### config.mk
export PLATFORM = sky130hd
export DESIGN_NAME = cc_bus_sync
export DESIGN_NICKNAME = d
export VERILOG_FILES = /design/src/rtl/cc_bus_pkg.sv /design/src/rtl/cc_sync_chain.sv /design/src/rtl/cc_bus_sync.sv
export SDC_FILE = /design/constraint.sdc
export NUM_CORES = 1
export LEC_CHECK = 0
export CORE_ASPECT_RATIO = 0.5
export CORE_MARGIN = 4
export CORE_UTILIZATION = 28
export DETAILED_ROUTE_END_ITERATION = 10
export GPL_TIMING_DRIVEN = 0
export SYNTH_ARGS = -nofsm -noshare
export SYNTH_HDL_FRONTEND = slang
export SYNTH_SLANG_ARGS = --single-unit
export TNS_END_PERCENT = 30
### constraint.sdc
create_clock -name clk -period 5 [get_ports clk]
set_input_delay 1 -clock clk [delete_from_list [all_inputs] [get_ports clk]]
set_output_delay 1 -clock clk [all_outputs]
set_load 0.03 [all_outputs]
### src/rtl/cc_bus_pkg.sv
// Shared types and constants for the ChronoCube MCU bus bridge (cc_bus_sync).
package cc_bus_pkg;

  localparam int unsigned CC_ADDR_WIDTH_DEF  = 8;
  localparam int unsigned CC_DATA_WIDTH_DEF  = 8;
  localparam int unsigned CC_SYNC_STAGES_DEF = 2;

  localparam int unsigned               ERR_CNT_WIDTH = 8;
  localparam logic [ERR_CNT_WIDTH-1:0] ERR_CNT_MAX   = 8'hFF;

  typedef enum logic [2:0] {
    ST_IDLE      = 3'd0,
    ST_WRITE     = 3'd1,
    ST_READ_REQ  = 3'd2,
    ST_READ_WAIT = 3'd3,
    ST_DRIVE     = 3'd4,
    ST_HOLD      = 3'd5
  } cc_state_e;

  function automatic logic [ERR_CNT_WIDTH-1:0] err_cnt_inc(input logic [ERR_CNT_WIDTH-1:0] cnt);
    if (cnt == ERR_CNT_MAX) begin
      return cnt;
    end else begin
      return cnt + 8'd1;
    end
  endfunction

endpackage

### src/rtl/cc_sync_chain.sv
// Multi-flop synchronizer for a group of asynchronous inputs; RST_VAL sets the
// idle level (1 for active-low strobes/select, 0 for address/data).
module cc_sync_chain #(
  parameter int unsigned WIDTH   = 1,
  parameter int unsigned STAGES  = 2,
  parameter logic        RST_VAL = 1'b0
) (
  input  logic             clk,
  input  logic             reset,
  input  logic [WIDTH-1:0] d,
  output logic [WIDTH-1:0] q
);

  logic [STAGES-1:0][WIDTH-1:0] stage_q;
  logic [STAGES-1:0][WIDTH-1:0] stage_d;

  // Shift the raw input in at stage 0; the oldest sample leaves at the top.
  always_comb begin
    stage_d = {stage_q[STAGES-2:0], d};
  end

  // Synchronizer flops.
  always_ff @(posedge clk or posedge reset) begin
    if (reset) begin
      stage_q <= {(STAGES*WIDTH){RST_VAL}};
    end else begin
      stage_q <= stage_d;
    end
  end

  assign q = stage_q[STAGES-1];

endmodule

### src/rtl/cc_bus_sync.sv
// Slave bridge from the asynchronous MCU parallel bus to the internal register space.
// Optional feature: define CC_BUS_SYNC_ERR_COUNT_EN to build the saturating error counter.
module cc_bus_sync
  import cc_bus_pkg::*;
#(
  parameter int unsigned ADDR_WIDTH  = CC_ADDR_WIDTH_DEF,
  parameter int unsigned DATA_WIDTH  = CC_DATA_WIDTH_DEF,
  parameter int unsigned SYNC_STAGES = CC_SYNC_STAGES_DEF
) (
  input  logic                     clk,
  input  logic                     reset,
  input  logic                     mcu_nsel,
  input  logic                     mcu_nrd,
  input  logic                     mcu_nwr,
  input  logic [ADDR_WIDTH-1:0]    mcu_addr,
  input  logic [DATA_WIDTH-1:0]    pin_data_in,
  output logic [DATA_WIDTH-1:0]    pin_data_out,
  output logic                     pin_sel_in,
  output logic [ADDR_WIDTH-1:0]    reg_addr,
  output logic [DATA_WIDTH-1:0]    reg_wr_data,
  output logic                     reg_wr,
  output logic                     reg_rd,
  input  logic [DATA_WIDTH-1:0]    reg_rd_data,
  input  logic                     reg_rd_valid,
  output logic [ERR_CNT_WIDTH-1:0] err_count
);

  logic [2:0]            ctrl_s;
  logic [ADDR_WIDTH-1:0] addr_s;
  logic [DATA_WIDTH-1:0] data_s;
  logic nsel_s, nrd_s, nwr_s;
  logic wr_act_s, rd_act_s, conflict_s, released_s, err_evt_s;

  cc_state_e             state_q, state_d;
  logic [ADDR_WIDTH-1:0] reg_addr_q, reg_addr_d;
  logic [DATA_WIDTH-1:0] reg_wr_data_q, reg_wr_data_d;
  logic [DATA_WIDTH-1:0] rd_buf_q, rd_buf_d;
  logic [DATA_WIDTH-1:0] pin_data_out_q, pin_data_out_d;
  logic reg_wr_q, reg_wr_d, reg_rd_q, reg_rd_d, pin_sel_q, pin_sel_d;

  cc_sync_chain #(.WIDTH(3), .STAGES(SYNC_STAGES), .RST_VAL(1'b1)) u_sync_ctrl (
    .clk(clk), .reset(reset), .d({mcu_nsel, mcu_nrd, mcu_nwr}), .q(ctrl_s)
  );
  cc_sync_chain #(.WIDTH(ADDR_WIDTH), .STAGES(SYNC_STAGES), .RST_VAL(1'b0)) u_sync_addr (
    .clk(clk), .reset(reset), .d(mcu_addr), .q(addr_s)
  );
  cc_sync_chain #(.WIDTH(DATA_WIDTH), .STAGES(SYNC_STAGES), .RST_VAL(1'b0)) u_sync_data (
    .clk(clk), .reset(reset), .d(pin_data_in), .q(data_s)
  );

  assign {nsel_s, nrd_s, nwr_s} = ctrl_s;
  assign wr_act_s   = ~nsel_s & ~nwr_s & nrd_s;
  assign rd_act_s   = ~nsel_s & ~nrd_s & nwr_s;
  assign conflict_s = ~nsel_s & ~nrd_s & ~nwr_s;
  assign released_s = nsel_s | (nrd_s & nwr_s);

  // Transaction FSM: next state, captured address/data and error events.
  always_comb begin
    state_d       = state_q;
    reg_addr_d    = reg_addr_q;
    reg_wr_data_d = reg_wr_data_q;
    rd_buf_d      = rd_buf_q;
    err_evt_s     = 1'b0;
    case (state_q)
      ST_IDLE: begin
        if (wr_act_s) begin
          state_d       = ST_WRITE;
          reg_addr_d    = addr_s;
          reg_wr_data_d = data_s;
        end else if (rd_act_s) begin
          state_d    = ST_READ_REQ;
          reg_addr_d = addr_s;
        end else if (conflict_s) begin
          state_d   = ST_HOLD;
          err_evt_s = 1'b1;
        end else begin
          state_d = ST_IDLE;
        end
      end
      ST_WRITE:    state_d = ST_HOLD;
      ST_READ_REQ: state_d = ST_READ_WAIT;
      ST_READ_WAIT: begin
        // Losing the strobe before data returns aborts; late data is then ignored in IDLE.
        if (!rd_act_s) begin
          state_d   = ST_IDLE;
          err_evt_s = 1'b1;
        end else if (reg_rd_valid) begin
          state_d  = ST_DRIVE;
          rd_buf_d = reg_rd_data;
        end else begin
          state_d = ST_READ_WAIT;
        end
      end
      ST_DRIVE: begin
        if (!rd_act_s) begin
          state_d = ST_IDLE;
        end else begin
          state_d = ST_DRIVE;
        end
      end
      ST_HOLD: begin
        if (released_s) begin
          state_d = ST_IDLE;
        end else begin
          state_d = ST_HOLD;
        end
      end
      default: state_d = ST_IDLE;
    endcase
  end

  // Registered outputs are decoded from the current state, one cycle behind it.
  always_comb begin
    reg_wr_d  = (state_q == ST_WRITE);
    reg_rd_d  = (state_q == ST_READ_REQ);
    pin_sel_d = (state_q != ST_DRIVE);
    if (state_q == ST_DRIVE) begin
      pin_data_out_d = rd_buf_q;
    end else begin
      pin_data_out_d = pin_data_out_q;
    end
  end

  // State and output registers; reset releases the pins immediately.
  always_ff @(posedge clk or posedge reset) begin
    if (reset) begin
      state_q        <= ST_IDLE;
      reg_addr_q     <= {ADDR_WIDTH{1'b0}};
      reg_wr_data_q  <= {DATA_WIDTH{1'b0}};
      rd_buf_q       <= {DATA_WIDTH{1'b0}};
      pin_data_out_q <= {DATA_WIDTH{1'b0}};
      reg_wr_q       <= 1'b0;
      reg_rd_q       <= 1'b0;
      pin_sel_q      <= 1'b1;
    end else begin
      state_q        <= state_d;
      reg_addr_q     <= reg_addr_d;
      reg_wr_data_q  <= reg_wr_data_d;
      rd_buf_q       <= rd_buf_d;
      pin_data_out_q <= pin_data_out_d;
      reg_wr_q       <= reg_wr_d;
      reg_rd_q       <= reg_rd_d;
      pin_sel_q      <= pin_sel_d;
    end
  end

  assign reg_addr     = reg_addr_q;
  assign reg_wr_data  = reg_wr_data_q;
  assign reg_wr       = reg_wr_q;
  assign reg_rd       = reg_rd_q;
  assign pin_sel_in   = pin_sel_q;
  assign pin_data_out = pin_data_out_q;

`ifdef CC_BUS_SYNC_ERR_COUNT_EN
  logic [ERR_CNT_WIDTH-1:0] err_count_q, err_count_d;

  // Saturating count of conflict and aborted-read events.
  always_comb begin
    if (err_evt_s) begin
      err_count_d = err_cnt_inc(err_count_q);
    end else begin
      err_count_d = err_count_q;
    end
  end

  // Error counter register, cleared only by reset.
  always_ff @(posedge clk or posedge reset) begin
    if (reset) begin
      err_count_q <= {ERR_CNT_WIDTH{1'b0}};
    end else begin
      err_count_q <= err_count_d;
    end
  end

  assign err_count = err_count_q;
`else
  logic unused_err_evt_s;
  assign unused_err_evt_s = err_evt_s;
  assign err_count        = {ERR_CNT_WIDTH{1'b0}};
`endif

endmodule

### Word level (Yosys, flattened, before mapping)

Cells that the tools add are included.
W data, S select, Z words.

* bits in registers: 76
* input bits: 30
* output and inout bits: 35
* word-level logic and storage cells: 45

* equality and inequality tests: 6
* multiplexer cells: 10
* bitwise gates (word level): 10
* reductions and logical operators: 5

Operators by type and width (number)
* $mux W3: 7
* $pmux W3 S6: 1
* $mux W8: 2
* $and A1 B1 Y1: 6
* $eq A3 B2 Y1 const B: 2
* $eq A3 B3 Y1 const B: 2
* $reduce_and A2 Y1: 2
* $eq A3 B1 Y1 const B: 1
* $logic_not A3 Y1: 1
* $ne A3 B3 Y1 const B: 1
* $not A1 Y1: 3
* $reduce_and A3 Y1: 1
* $reduce_bool A2 Y1: 1
* $or A1 B1 Y1: 1

### Depth between registers and ports, before layout

Gate-level depths: netlist of the first run.

* word-level depth: 7
* gate-level depth with buffers: 4
* mapped depth without buffers: 3

### Cells and area by module

A second synthesis of the first run with hierarchy kept.

* cells, all modules: 154
* area, all modules: 2588.7 sq um

By module, submodules not included
* cc_bus_sync: area each 1619.1 sq um, times used 1, sequential area each 952.2 sq um, cells an instance 113
* cc_sync_chain at u_sync_addr ...: area each 404.1 sq um, times used 2, sequential area each 400.4 sq um, cells an instance 17
* cc_sync_chain at u_sync_ctrl: area each 161.4 sq um, times used 1, sequential area each 157.7 sq um, cells an instance 7

### Worst setup path before layout of the first run

OpenSTA, ideal clock, no wires.

* path kind: input -> register
* start point: input port reg_rd_valid
* end point: register rd_buf_q[0]
* cell stages on the path: 3
* library setup time: 0.125 ns
* data required time: 4.875 ns
* path buffers: 0
* arrival time: 1.715 ns
* path slack: 3.161 ns
* cells stage by stage: nand2_1 nor3_4 mux2_2

* cells in the longest elaborated chain, start to end: 1

RTL lines
* start: declaration: line cc_bus_sync.sv:24 `input logic reg_rd_valid,`
* $reduce_and A3 Y1 (no line)
* end signal: assignment: line cc_bus_sync.sv:130 `rd_buf_q <= {DATA_WIDTH{1'b0}};`
* end signal: assignment: line cc_bus_sync.sv:139 `rd_buf_q <= rd_buf_d;`
* end: declaration: line cc_bus_sync.sv:37 `logic [DATA_WIDTH-1:0] rd_buf_q, rd_buf_d;`

No other way between the ends.
A chain may end at the register's enable or synchronous reset.

### Final worst setup path of the first run

* start point: register pin_sel_q (netlist: pin_sel_in)
* end point: output port pin_sel_in

RTL lines
* start: declaration: line cc_bus_sync.sv:39 `logic reg_wr_q, reg_wr_d, reg_rd_q, reg_rd_d, pin_sel_q, pin_sel_d;`
* start signal: assignment: line cc_bus_sync.sv:143 `pin_sel_q <= pin_sel_d;`
* end: declaration: line cc_bus_sync.sv:18 `output logic pin_sel_in,`

No word-level cell between the ends.

==> results of run 1 <==
[cells in the final DEF (no fill, tap or decap), types with 2 or more instances in the layout]
cell type        netlist  routed
o21ai_0                3       3
dfstp_2                7       7
nor2_1                 5       5
nand3b_1               2       2
nand2_1                3       3
dfrtp_1               69      69
conb_1                 1       8
clkdlybuf4s50_1        0      56
buf_4                  8       8
mux2_2                32      32
inv_1                  3       2
clkbuf_16              0       9
[registers in the layout (all words and copies together), names as in the netlist]
signal	flops
pin_data_out	8
rd_buf_q	8
reg_addr	8
reg_wr_data	8
u_sync_addr.q	8
u_sync_addr.stage_d	8
u_sync_data.q	8
u_sync_data.stage_d	8
state_q	3
u_sync_ctrl.q	3
u_sync_ctrl.stage_d	3
pin_sel_in	1
reg_rd	1
reg_wr	1
[area by class of cell]
cell class,count,area (um^2),area share
inverter,3,13.8,0.00389
sequential,76,1910,0.540
multi-input combinational,64,553,0.156
timing repair buffer,56,561,0.158
buffer,9,65.1,0.0184
tap,117,146,0.0414
clock inverter,4,51.3,0.0145
clock buffer,10,239,0.0675
[power groups by stage]
stage                     Combinational (W)  Clock [W]  Sequential [W]
after floorplan                    0.000174          0        0.000973
after global placement             0.000575          0        0.000802
after detailed placement           0.000586          0        0.000810
after CTS                          0.000588   0.000641        0.000799
after global routing               0.000612   0.000676        0.000813
final                              0.000577   0.000619        0.000797
[per-layer routing]
| layer | global-route usage | routed length [um] | part of all wire |
|---|---|---|---|
| met1 | 0.0977 | 1720 | 0.40 |
| met2 | 0.149 | 2320 | 0.53 |
| met3 | 0.0451 | 250 | 0.058 |
| met4 | 0.0351 | 47 | 0.011 |
| met5 | 0 | 0 | 0 |
[cells by family after synthesis]
family | share of synthesized area
flip-flops | 0.760
multiplexers | 0.143
AND/OR/NAND/NOR | 0.0408
buffers and inverters | 0.0304
AO/OA/AOI/OAI | 0.0204
XOR/XNOR | 0.00348
other | 0.00149
[stage by stage]
stage                     std cells  cell area (um^2)
after floorplan                 152              2540
after global placement          325              3250
after detailed placement        325              3250
after CTS                       339              3540
after global routing            339              3540
final                           339              3540
[worst min-delay path by stage]
| stage | start | end | cells past startpoint |
|---|---|---|---|
| after floorplan | u_sync_addr.stage_d[8] | u_sync_addr.q[0] | 0 |
| after global placement | u_sync_addr.stage_d[15] | u_sync_addr.q[7] | 0 |
| after detailed placement | u_sync_addr.stage_d[10] | u_sync_addr.q[2] | 0 |
| after CTS | u_sync_addr.stage_d[10] | u_sync_addr.q[2] | 0 |
| after global routing | u_sync_addr.stage_d[13] | u_sync_addr.q[5] | 0 |
| final | u_sync_data.stage_d[15] | u_sync_data.q[7] | 0 |
[cells in the mapped netlist (2+ instances only)]
cell type,instances
o21ai_0,3
nor2_1,5
nand2_1,3
buf_4,8
nand3b_1,2
dfrtp_1,69
mux2_2,32
dfstp_2,7
inv_1,3
==> impl_metrics.ini, run 1 <==
[worst_setup_path]
path_depth = 1
path_cells = clkdlybuf4s50_1
crit_type = reg -> out
critPathArrivalTime_ns = 1.49
r2r_start = u_sync_ctrl.q[0]
worstPathBufferInverterCount = 1
cpMaxStageDelayCell = clkdlybuf4s50_1
r2r_setup_slack_ns = 3.04
r2r-end = rd_buf_q[0]
cp-startpoint = pin_sel_in
required_ns = 4.00
worstPathMaxFanout = 1
cp-endpoint = pin_sel_in
crit_path_max_incr_delay_ns = 0.66
crit_path_start_kind = register
r2r_cells = 3
critPathCaptureType = output pin
crit_family = buffers and inverters

[clock_tree]
cts_tree = done
ctsResizeCount = 0
holdBufCountCts = 0
postCtsSetupRepairBufs = 0
clk_path_buf_depth = 2
cts_sinks = 76
clk_pin_slew_worst_paths_ns = 0.05
cts-root-buf = clkbuf_16
cts-buffers-inserted = 9
clock_latency_ns = 0.32
htree_num_levels = 3

[floorplan]
die_area_mm2 = 0.0106
pin_count = 65
chipHeight_um = 75
core_mm2 = 0.00871
die_w_um = 142
start_util = 0.289
rows = 24

[timing]
setup_viol = 0
rsz0062_at_grt = false
tightestPinTransition_ns = 0.918
slew_violations = 0
holdWs_ns = 0.346
period_needed_ns = 2.49
fin_crit_sh = 0.497
fin_ws_ns = 2.51
skew_ns = 0.00491
fin_tns_setup_ns = 0
relSlewSlack = 0.388
report.final.hold_viol_count = 0
clock.fmax_ghz = 0.402

[route]
post-route-drc-count = 0
dr.pass1.iters = 4
drtIter0Drc = 53
avgRoutedWirePerCell_um = 12.8
routed_wl_um = 4340
ant_nets = 0
drt-vias-per-instance = 3.97
vias = 1345

[power]
power_leakage_nw = 1.58
ir_drop_uv = 180
powerDensity_mw_per_mm2 = 563
power.internal_w = 0.00140
total_power_w = 0.00199
switching_share = 0.298
power.share.clock = 0.310
p_seq_frac = 0.400
power_frac_comb = 0.290
p_sw_w = 0.000595

[grt]
antenna_found_initial = 0
grt_pass1_vias = 1441
grt.total_usage = 0.0885
grt_max_degree = 77
grt-ovfl-total = 0
grt_pass1_wl_um = 7090

[finish]
drive_gt1_frac = 0.302
antenna_cells = 0
syn_to_final_growth_pct = 40.8
fillCellCount = 798
nNetsFinal = 249
fin_util = 0.406

[yosys]
yosysWarnings = 0
dominantRegCellSynth = dfrtp_1
synth.distinct_cells = 22
synth-edff-count = 0
synthDominantCellAreaShare = 0.687
synth_area_mm2 = 0.00251
netlist_instances = 145
ys_top_cells_by_area = dfrtp_1 69%, mux2_2 14%, dfstp_2 7.3%
ys_seq_elements = 76
synth_seq_area_share = 0.760
async_flop_share = 1.00
avgSynthCellArea_um2 = 17.3
yosysTopAreaCell = dfrtp_1

[hold_path]
hp-class = reg -> reg

[run]
drv_cap = 0

[placed_design]
portBuffers = 56
gp_congestion = 0.806
hpwl_um = 3010
post-place-ws_ns = 2.48

[run_status]
status = finished clean
Power figures use the tool's default switching activity.
==> run 2, diff against run 1 <==
clock period = 2.45 ns   (was 5 ns; I/O delays follow)
==> results of run 2 <==
Same layout as run 1 (identical final DEF). Status: finished clean.
Among the figures that moved: setup slack after placement 2.48 ns -> 0.440 ns; setup slack after layout 2.51 ns -> 0.475 ns; register-to-register setup slack 3.04 ns -> 0.49 ns; total power 0.00199 W -> 0.00407 W; worst IR drop on VDD 180 uV -> 368 uV
==> run 3, diff against run 2 <==
clock period = 1.64 ns   (was 2.45 ns; I/O delays follow)
==> impl_metrics.ini, run 3 (synthesis gave the netlist of run 1 again) <==
[run_status]
status = finished with violations
violations = negative setup slack

[route]
drt-vias-per-instance = 4.02
drtIter0Drc = 57
post-route-drc-count = 0
avgRoutedWirePerCell_um = 13.0
dr.pass1.iters = 4
ant_nets = 0
routed_wl_um = 4490
vias = 1388

[finish]
final_common_cell = dfrtp_1
fillCellCount = 813
multi_input_area_um2 = 572
regArea_mm2 = 0.00191
syn_to_final_growth_pct = 43.9
final_cell_area_mm2 = 0.00362
fin_util = 0.415
nNetsFinal = 253
final_cell_mix = 69 x dfrtp_1, 31 x mux2_2, 29 x clkdlybuf4s50_1
antenna_cells = 0
drive_gt1_frac = 0.329

[worst_setup_path]
crit_type = reg -> reg
critPathArrivalTime_ns = 1.91
crit_path_start_kind = register
worstPathMaxFanout = 9
path_cells = or3b_4, nor3_4, buf_12, mux2_2
r2r_cells = 4
crit_path_max_incr_delay_ns = 0.53
critPathCaptureType = register
required_ns = 1.85
cpMaxStageDelayCell = dfstp_2

[power]
power.share.clock = 0.341
p_sw_w = 0.00188
power.internal_w = 0.00427
p_seq_frac = 0.395
ir_drop_uv = 605
powerDensity_mw_per_mm2 = 1700
power_frac_comb = 0.265
switching_share = 0.306
power_leakage_nw = 1.70

[floorplan]
chipHeight_um = 75
die_area_mm2 = 0.0106
start_util = 0.289
core_mm2 = 0.00871
die_w_um = 142
pin_count = 65
rows = 24

[hold_path]
hp-class = reg -> reg
whs_path_depth = 0

[grt]
met2_usage = 0.157
grt_pass1_wl_um = 7180
grt.total_usage = 0.0919
gr-usage-met3 = 0.0387
grt_use_met1 = 0.0967
grt_max_degree = 46
antenna_found_initial = 0
grt-ovfl-total = 0
grt_pass1_vias = 1498
busiest_layer = met2

[timing]
report.final.hold_viol_count = 0
skew_ns = 0.00316
fin_ws_ns = -0.0576
setup_viol = 8
slew_violations = 0
relSlewSlack = 0.529
tightestPinTransition_ns = 0.705
period_needed_ns = 1.70
fin_tns_setup_ns = -0.398
fin_crit_sh = 1.04
clock.fmax_ghz = 0.589
holdWs_ns = 0.345
rsz0062_at_grt = true

[placed_design]
portBuffers = 56
hpwl_um = 3190
post-place-ws_ns = -0.339
gp_congestion = 0.798
placed_area_mm2 = 0.00327

[clock_tree]
htree_num_levels = 3
cts-root-buf = clkbuf_16
clk_pin_slew_worst_paths_ns = 0.06
cts_sinks = 76
cts-buffers-inserted = 9
clock_latency_ns = 0.33
clk_path_buf_depth = 2
holdBufCountCts = 0
cts_tree = done

[run]
drv_cap = 0
## run 3: changes by cell type in the layout (fill, tap and decap cells not counted), moves of 2 or more
cell and change:
dlygate4sd2_1 +27, buf_4 +2, buf_12 +2, clkdlybuf4s50_1 -27
## run 3: layout make-up
cell class	instances	share of cell area
buffer	9	0.0180
clock buffer	10	0.0661
clock inverter	6	0.0239
inverter	3	0.00415
multi-input combinational	64	0.158
sequential	76	0.528
tap	117	0.0405
timing repair buffer	60	0.161
## run 3: what timing repair did
action,CTS,global route
endpoints found under the setup margin,60,13
pin swaps,2,0
buffers inserted,3,0
gates resized for setup,30,1
endpoints found under the hold margin,0,0
## run 3: worst max-delay path, delay by kind of cell (launching register included)
kind          cells  cell delay, ns
flops             1            0.53
simple gates      2            0.56
mux               1            0.33
buf+inv           1            0.16
## run 3: path summary, 6_finish.rpt
kind / start / endpoint / slack, ns
worst max-delay path: u_sync_ctrl.q[0] / rd_buf_q[3] / -0.06
worst min-delay path: u_sync_data.stage_d[15] / u_sync_data.q[7] / 0.34
worst max register to register: u_sync_ctrl.q[0] / rd_buf_q[3] / -0.06
worst min register to register: u_sync_data.stage_d[15] / u_sync_data.q[7] / 0.34
max in group asynchronous: reset / pin_sel_in / 0.48
min in group asynchronous: reset / u_sync_addr.stage_d[9] / 0.46
## run 3: power groups by stage
stage / sequential, W / combinational, W / clock (W)
6_report: 0.00243 / 0.00163 / 0.00210
5_1_grt: 0.00248 / 0.00172 / 0.00225
4_1_cts: 0.00244 / 0.00165 / 0.00217
3_5_place_dp: 0.00248 / 0.00180 / 0
3_3_place_gp: 0.00245 / 0.00175 / 0
2_1_floorplan: 0.00297 / 0.000532 / 0
## run 3: metrics by stage
| step | power, W | cells |
|---|---|---|
| 6_report | 0.00615 | 345 |
| 3_3_place_gp | 0.00419 | 325 |
| 3_5_place_dp | 0.00428 | 326 |
| 2_1_floorplan | 0.00350 | 152 |
| 5_1_grt | 0.00645 | 345 |
| 4_1_cts | 0.00626 | 345 |
## run 3: metal layers
layer  vias up  wire length, um
li1        644                -
met1       694             1740
met2        38             2380
met3        12              261
met4         0              113
met5         -                0
==> edit 1, RTL diff (flow settings as in run 3) <==
`RST_VAL`: 1'b1 -> 1'b0.
--- a/src/rtl/cc_bus_sync.sv
+++ b/src/rtl/cc_bus_sync.sv
@@ -40,3 +40,3 @@
 
-  cc_sync_chain #(.WIDTH(3), .STAGES(SYNC_STAGES), .RST_VAL(1'b1)) u_sync_ctrl (
+  cc_sync_chain #(.WIDTH(3), .STAGES(SYNC_STAGES), .RST_VAL(1'b0)) u_sync_ctrl (
     .clk(clk), .reset(reset), .d({mcu_nsel, mcu_nrd, mcu_nwr}), .q(ctrl_s)
Formal check against the unedited RTL: not equivalent (a bounded check fails within 4 cycles, from zero or initial values and one cycle with reset high).
==> edit 1 against run 3 <==
Via count decreased by 0.36%. Final area increased by 0.48%. Critical path depth unchanged. Clock skew increased by 0.0031 ns. Sequential cell count unchanged. Worst setup slack improved by 0.12 ns. Area after synthesis decreased by 0.30%. Die area decreased by 0.28%. Combinational power about the same. Power decreased by 2.9%. Wire length increased by 2.2%. Critical path type unchanged. Highest routed layer unchanged.
==> edit 1: results (changes against run 3) <==
Slew headroom=64.7% (was 52.9%); asr flop ratio synth=100% (unchanged); combinational share of power=27.3% (was 26.5%); gr usage total=9.31% (was 9.19%); DP Wirelength=3.22 mm (was 3.19 mm); multi-input gate share of the layout cell area=15.7% (was 15.8%); Clk. pwr=1.93 mW (was 2.10 mW); max layer used=met4 (unchanged); M1 WL=1.84 mm (was 1.74 mm); fill cell count=822 (was 813); Seq area share=52.4% (was 52.8%); global-route wire length before repair=7.37 mm (was 7.18 mm); status=completed (was complete, but fails checks); buffering overhead=19.4% (was 17.9%); clock latency at the later pin of the worst-skew pair=0.33 ns (about the same); clk_buf instances=11 (was 10); Via density=3.95 (was 4.02); NumNets Final=259 (was 253); met2 Usage GRT=16.0% (was 15.7%); DR WL met3=291 µm (was 261 µm); synth cell count leaders=dfrtp_1 (75), mux2_2 (32), buf_4 (8) (was dfrtp_1 (69), mux2_2 (32), buf_4 (8)); DRT iter0 DRCs=32 (was 57); met1 Use GR=9.83% (was 9.67%); Clock transition at path regs=0.06 ns (about the same); clock buffer depth=2 (unchanged); Critical Path Max Stage Delay=0.41 ns (was 0.53 ns); die area=10600 µm² (about the same); Post-Route WL=4.60 mm (was 4.49 mm); placed instance area=3290 µm² (was 3270 µm²); bufs w/o clock=75 (was 69); area occupied by multi-input gates=571 µm² (was 572 µm²); grt met3 use=4.44% (was 3.87%); gp weighted congestion=0.712 (was 0.798); largest net degree at the start of global routing=32 (was 46); Clock Skews=0.00630 ns (was 0.00316 ns); Non-Filler Instances=350 (was 345); Cell Pwr Density=1640 nW/µm² (was 1700 nW/µm²); layout cells sized above 1=32.6% (was 32.9%); Avg Cell Area, Syn=17.3 µm² (about the same); top cells by area, synth=dfrtp_1 (75%), mux2_2 (14%), buf_4 (2.4%) (was dfrtp_1 (69%), mux2_2 (14%), dfstp_2 (7.3%)); Root Driver=clkbuf_16 (unchanged); final hold vios=0 (unchanged); Cell Int Power=4.11 mW (was 4.27 mW); met2 wire len=2.41 mm (was 2.38 mm); maximum VDD drop=0.526 mV (was 0.605 mV); CP top delay family=simple AND/OR/NAND/NOR gates (unchanged); post-synth cell types=22 (unchanged); Ys Warns=0 (unchanged); H-tree depth=3 (unchanged); dpl ws=-0.242 ns (was -0.339 ns); Static Leakage=1.71 nW (was 1.70 nW); slowest stage cell, crit path=or3b_4 (was dfstp_2); placed cells=327 (was 326); crit-path max FO=7 (was 9); Clock buf/inv share=8.06% (was 9.00%); Seq/Total Area, Yosys=75.9% (was 76.0%); Port Buffer Count=56 (unchanged); vias in the first global route=1451 (was 1498); HP Class=register to register (unchanged); CTS sink count=76 (unchanged)
edit 1: changes by cell type after synthesis:
cell and change:
dfrtp_1 +6, dfstp_2 -6
edit 1: timing repair:
item / CTS / global route
setup endpoints to repair: 59 / 8
gates resized for setup: 31 / 3
setup buffers: 4 / 4
pin swaps: 2 / 0
edit 1: path summary, 6_finish.rpt:
check                                       startpoint          endpoint  slack, ns  depth (start not counted)
worst max-delay path                  u_sync_ctrl.q[2]       rd_buf_q[1]       0.06                          4
worst min-delay path            u_sync_addr.stage_d[9]  u_sync_addr.q[1]       0.35                          0
worst max register to register        u_sync_ctrl.q[2]       rd_buf_q[1]       0.06                          4
worst min register to register  u_sync_addr.stage_d[9]  u_sync_addr.q[1]       0.35                          0
max in group asynchronous                        reset  u_sync_ctrl.q[0]       0.54                          4
min in group asynchronous                        reset   pin_data_out[4]       0.39                          2
edit 1: cells by family after synthesis:
family	share of synthesized area (%)
flops	75.9
mux	14.4
simple gates	4.09
buf+inv	3.05
compound gates	2.05
xor+xnor	0.350
other cells	0.150
==> edit 2, RTL diff (settings of run 3) <==
Without the edit above. The 6 states of `cc_state_e` get a one-hot encoding in 6 bits.
--- a/src/rtl/cc_bus_pkg.sv
+++ b/src/rtl/cc_bus_pkg.sv
@@ -10,9 +10,9 @@
 
-  typedef enum logic [2:0] {
-    ST_IDLE      = 3'd0,
-    ST_WRITE     = 3'd1,
-    ST_READ_REQ  = 3'd2,
-    ST_READ_WAIT = 3'd3,
-    ST_DRIVE     = 3'd4,
-    ST_HOLD      = 3'd5
+  typedef enum logic [5:0] {
+    ST_IDLE      = 6'b000001,
+    ST_WRITE     = 6'b000010,
+    ST_READ_REQ  = 6'b000100,
+    ST_READ_WAIT = 6'b001000,
+    ST_DRIVE     = 6'b010000,
+    ST_HOLD      = 6'b100000
   } cc_state_e;
Behaviour: no difference found for any inputs over 10 cycles, from zero or initial values and one cycle with reset high; not proved beyond that.
==> edit 2 against run 3 <==
The run still ends with negative setup slack left. First-iteration DRC count increased by 33%. Sequential cell count increased by 3. Non-clock buffer count increased by 4. Power decreased by 11%. Die area increased by 5.8%. Area after synthesis increased by 6.3%. Final area increased by 6.7%. Clock power decreased by 7%. Global-route usage increased by 0.68 points. Worst setup slack got worse by 0.13 ns. Wire length increased by 12%. Critical endpoint is now reg_wr_data[3]. Largest cell class unchanged.
==> edit 2: results (changes against run 3) <==
status=complete, but fails checks (unchanged); violated checks=negative setup slack (unchanged); slowest stage cell, crit path=dfrtp_2 (was dfstp_2); Clock Skews=0.00649 ns (was 0.00316 ns); Static Leakage=1.80 nW (was 1.70 nW); vias in the first global route=1659 (was 1498); global-route wire length before repair=8.72 mm (was 7.18 mm); Seq/Total Area, Yosys=74.3% (was 76.0%); maximum VDD drop=0.609 mV (was 0.605 mV); setup TNS=-3.11 ns (was -0.398 ns); Setup WS post-layout=-0.186 ns (was -0.0576 ns); worst-margin pin slew=0.930 ns (was 0.705 ns); NumNets Final=270 (was 253); CP endpoint=reg_wr_data[3] (was rd_buf_q[3]); gp weighted congestion=0.791 (was 0.798); gr usage total=9.87% (was 9.19%); worst-case reg-to-reg path depth=5 (was 4); WL/cell=13.9 µm (was 13.0 µm); largest net degree at the start of global routing=44 (was 46); crit path launch=state_q[3] (was u_sync_ctrl.q[0]); synth cell count leaders=dfrtp_1 (71), mux2_2 (32), buf_4 (8), dfstp_2 (8), nor2_1 (5) (was dfrtp_1 (69), mux2_2 (32), buf_4 (8)); Final setup viols=24 (was 8); Via density=4.20 (was 4.02); placed instance area=3430 µm² (was 3270 µm²); DRT iter0 DRCs=76 (was 57); fill cell count=819 (was 813); Data arrival, critical path=2.03 ns (was 1.91 ns); top cells by area, synth=dfrtp_1 (66%), mux2_2 (13%), dfstp_2 (7.9%) (was dfrtp_1 (69%), mux2_2 (14%), dfstp_2 (7.3%)); post-synth cell types=30 (was 22); DP Wirelength=3.42 mm (was 3.19 mm)
## edit 2: cell type report
class,instances,share of cell area (%)
Multi-Input combinational cell,75,18.8
Inverter,2,0.292
Clock buffer,11,6.29
Tap cell,117,3.79
Sequential cell,79,51.6
Clock inverter,5,1.46
Buffer,9,1.75
Timing Repair Buffer,64,16.0
## edit 2: kinds of logic after synthesis
group | share of synthesized area (%)
mux | 13.5
other cells | 0.140
flops | 74.3
xor+xnor | 0.983
buf+inv | 2.67
compound gates | 2.25
simple gates | 6.13
## edit 2: how the worst min path moves through the flow
stage,end,depth (start not counted)
global placement,u_sync_addr.q[5],0
finish,u_sync_addr.q[2],0
global route,u_sync_addr.q[6],0
floorplan,u_sync_addr.q[0],0
detailed placement,u_sync_addr.q[2],0
CTS,u_sync_addr.q[2],0
## edit 2: report_power, final
group | total [mW] | switching (mW) | internal [mW]
combinational | 1.20 | 0.665 | 0.535
clock | 1.96 | 0.741 | 1.22
sequential | 2.34 | 0.136 | 2.20
total | 5.50 | 1.54 | 3.96
## edit 2: timing repair
item	in CTS	in global routing
buffers inserted	5	2
resized for setup	50	5
endpoints found under the hold margin	0	0
endpoints found under the setup margin	61	33
pin swaps	5	2
## edit 2: metrics by stage
step | cells | setup WS (ns) | hold WS [ns]
6_report | 362 | -0.186 | 0.339
4_1_cts | 360 | -0.180 | 0.346
2_1_floorplan | 165 | -0.252 | 0.331
3_3_place_gp | 338 | -0.476 | 0.333
5_1_grt | 362 | -0.287 | 0.354
3_5_place_dp | 339 | -0.511 | 0.336
## edit 2: metal layers
layer	global-route usage [%]	part of all wire (%)	vias up	routed length, µm
met5	0	0	-	0
met4	4.13	1.3	0	67
met3	3.71	5.1	5	257
met2	17.2	54	39	2690
met1	11.0	40	782	2000
li1	-	-	696	-
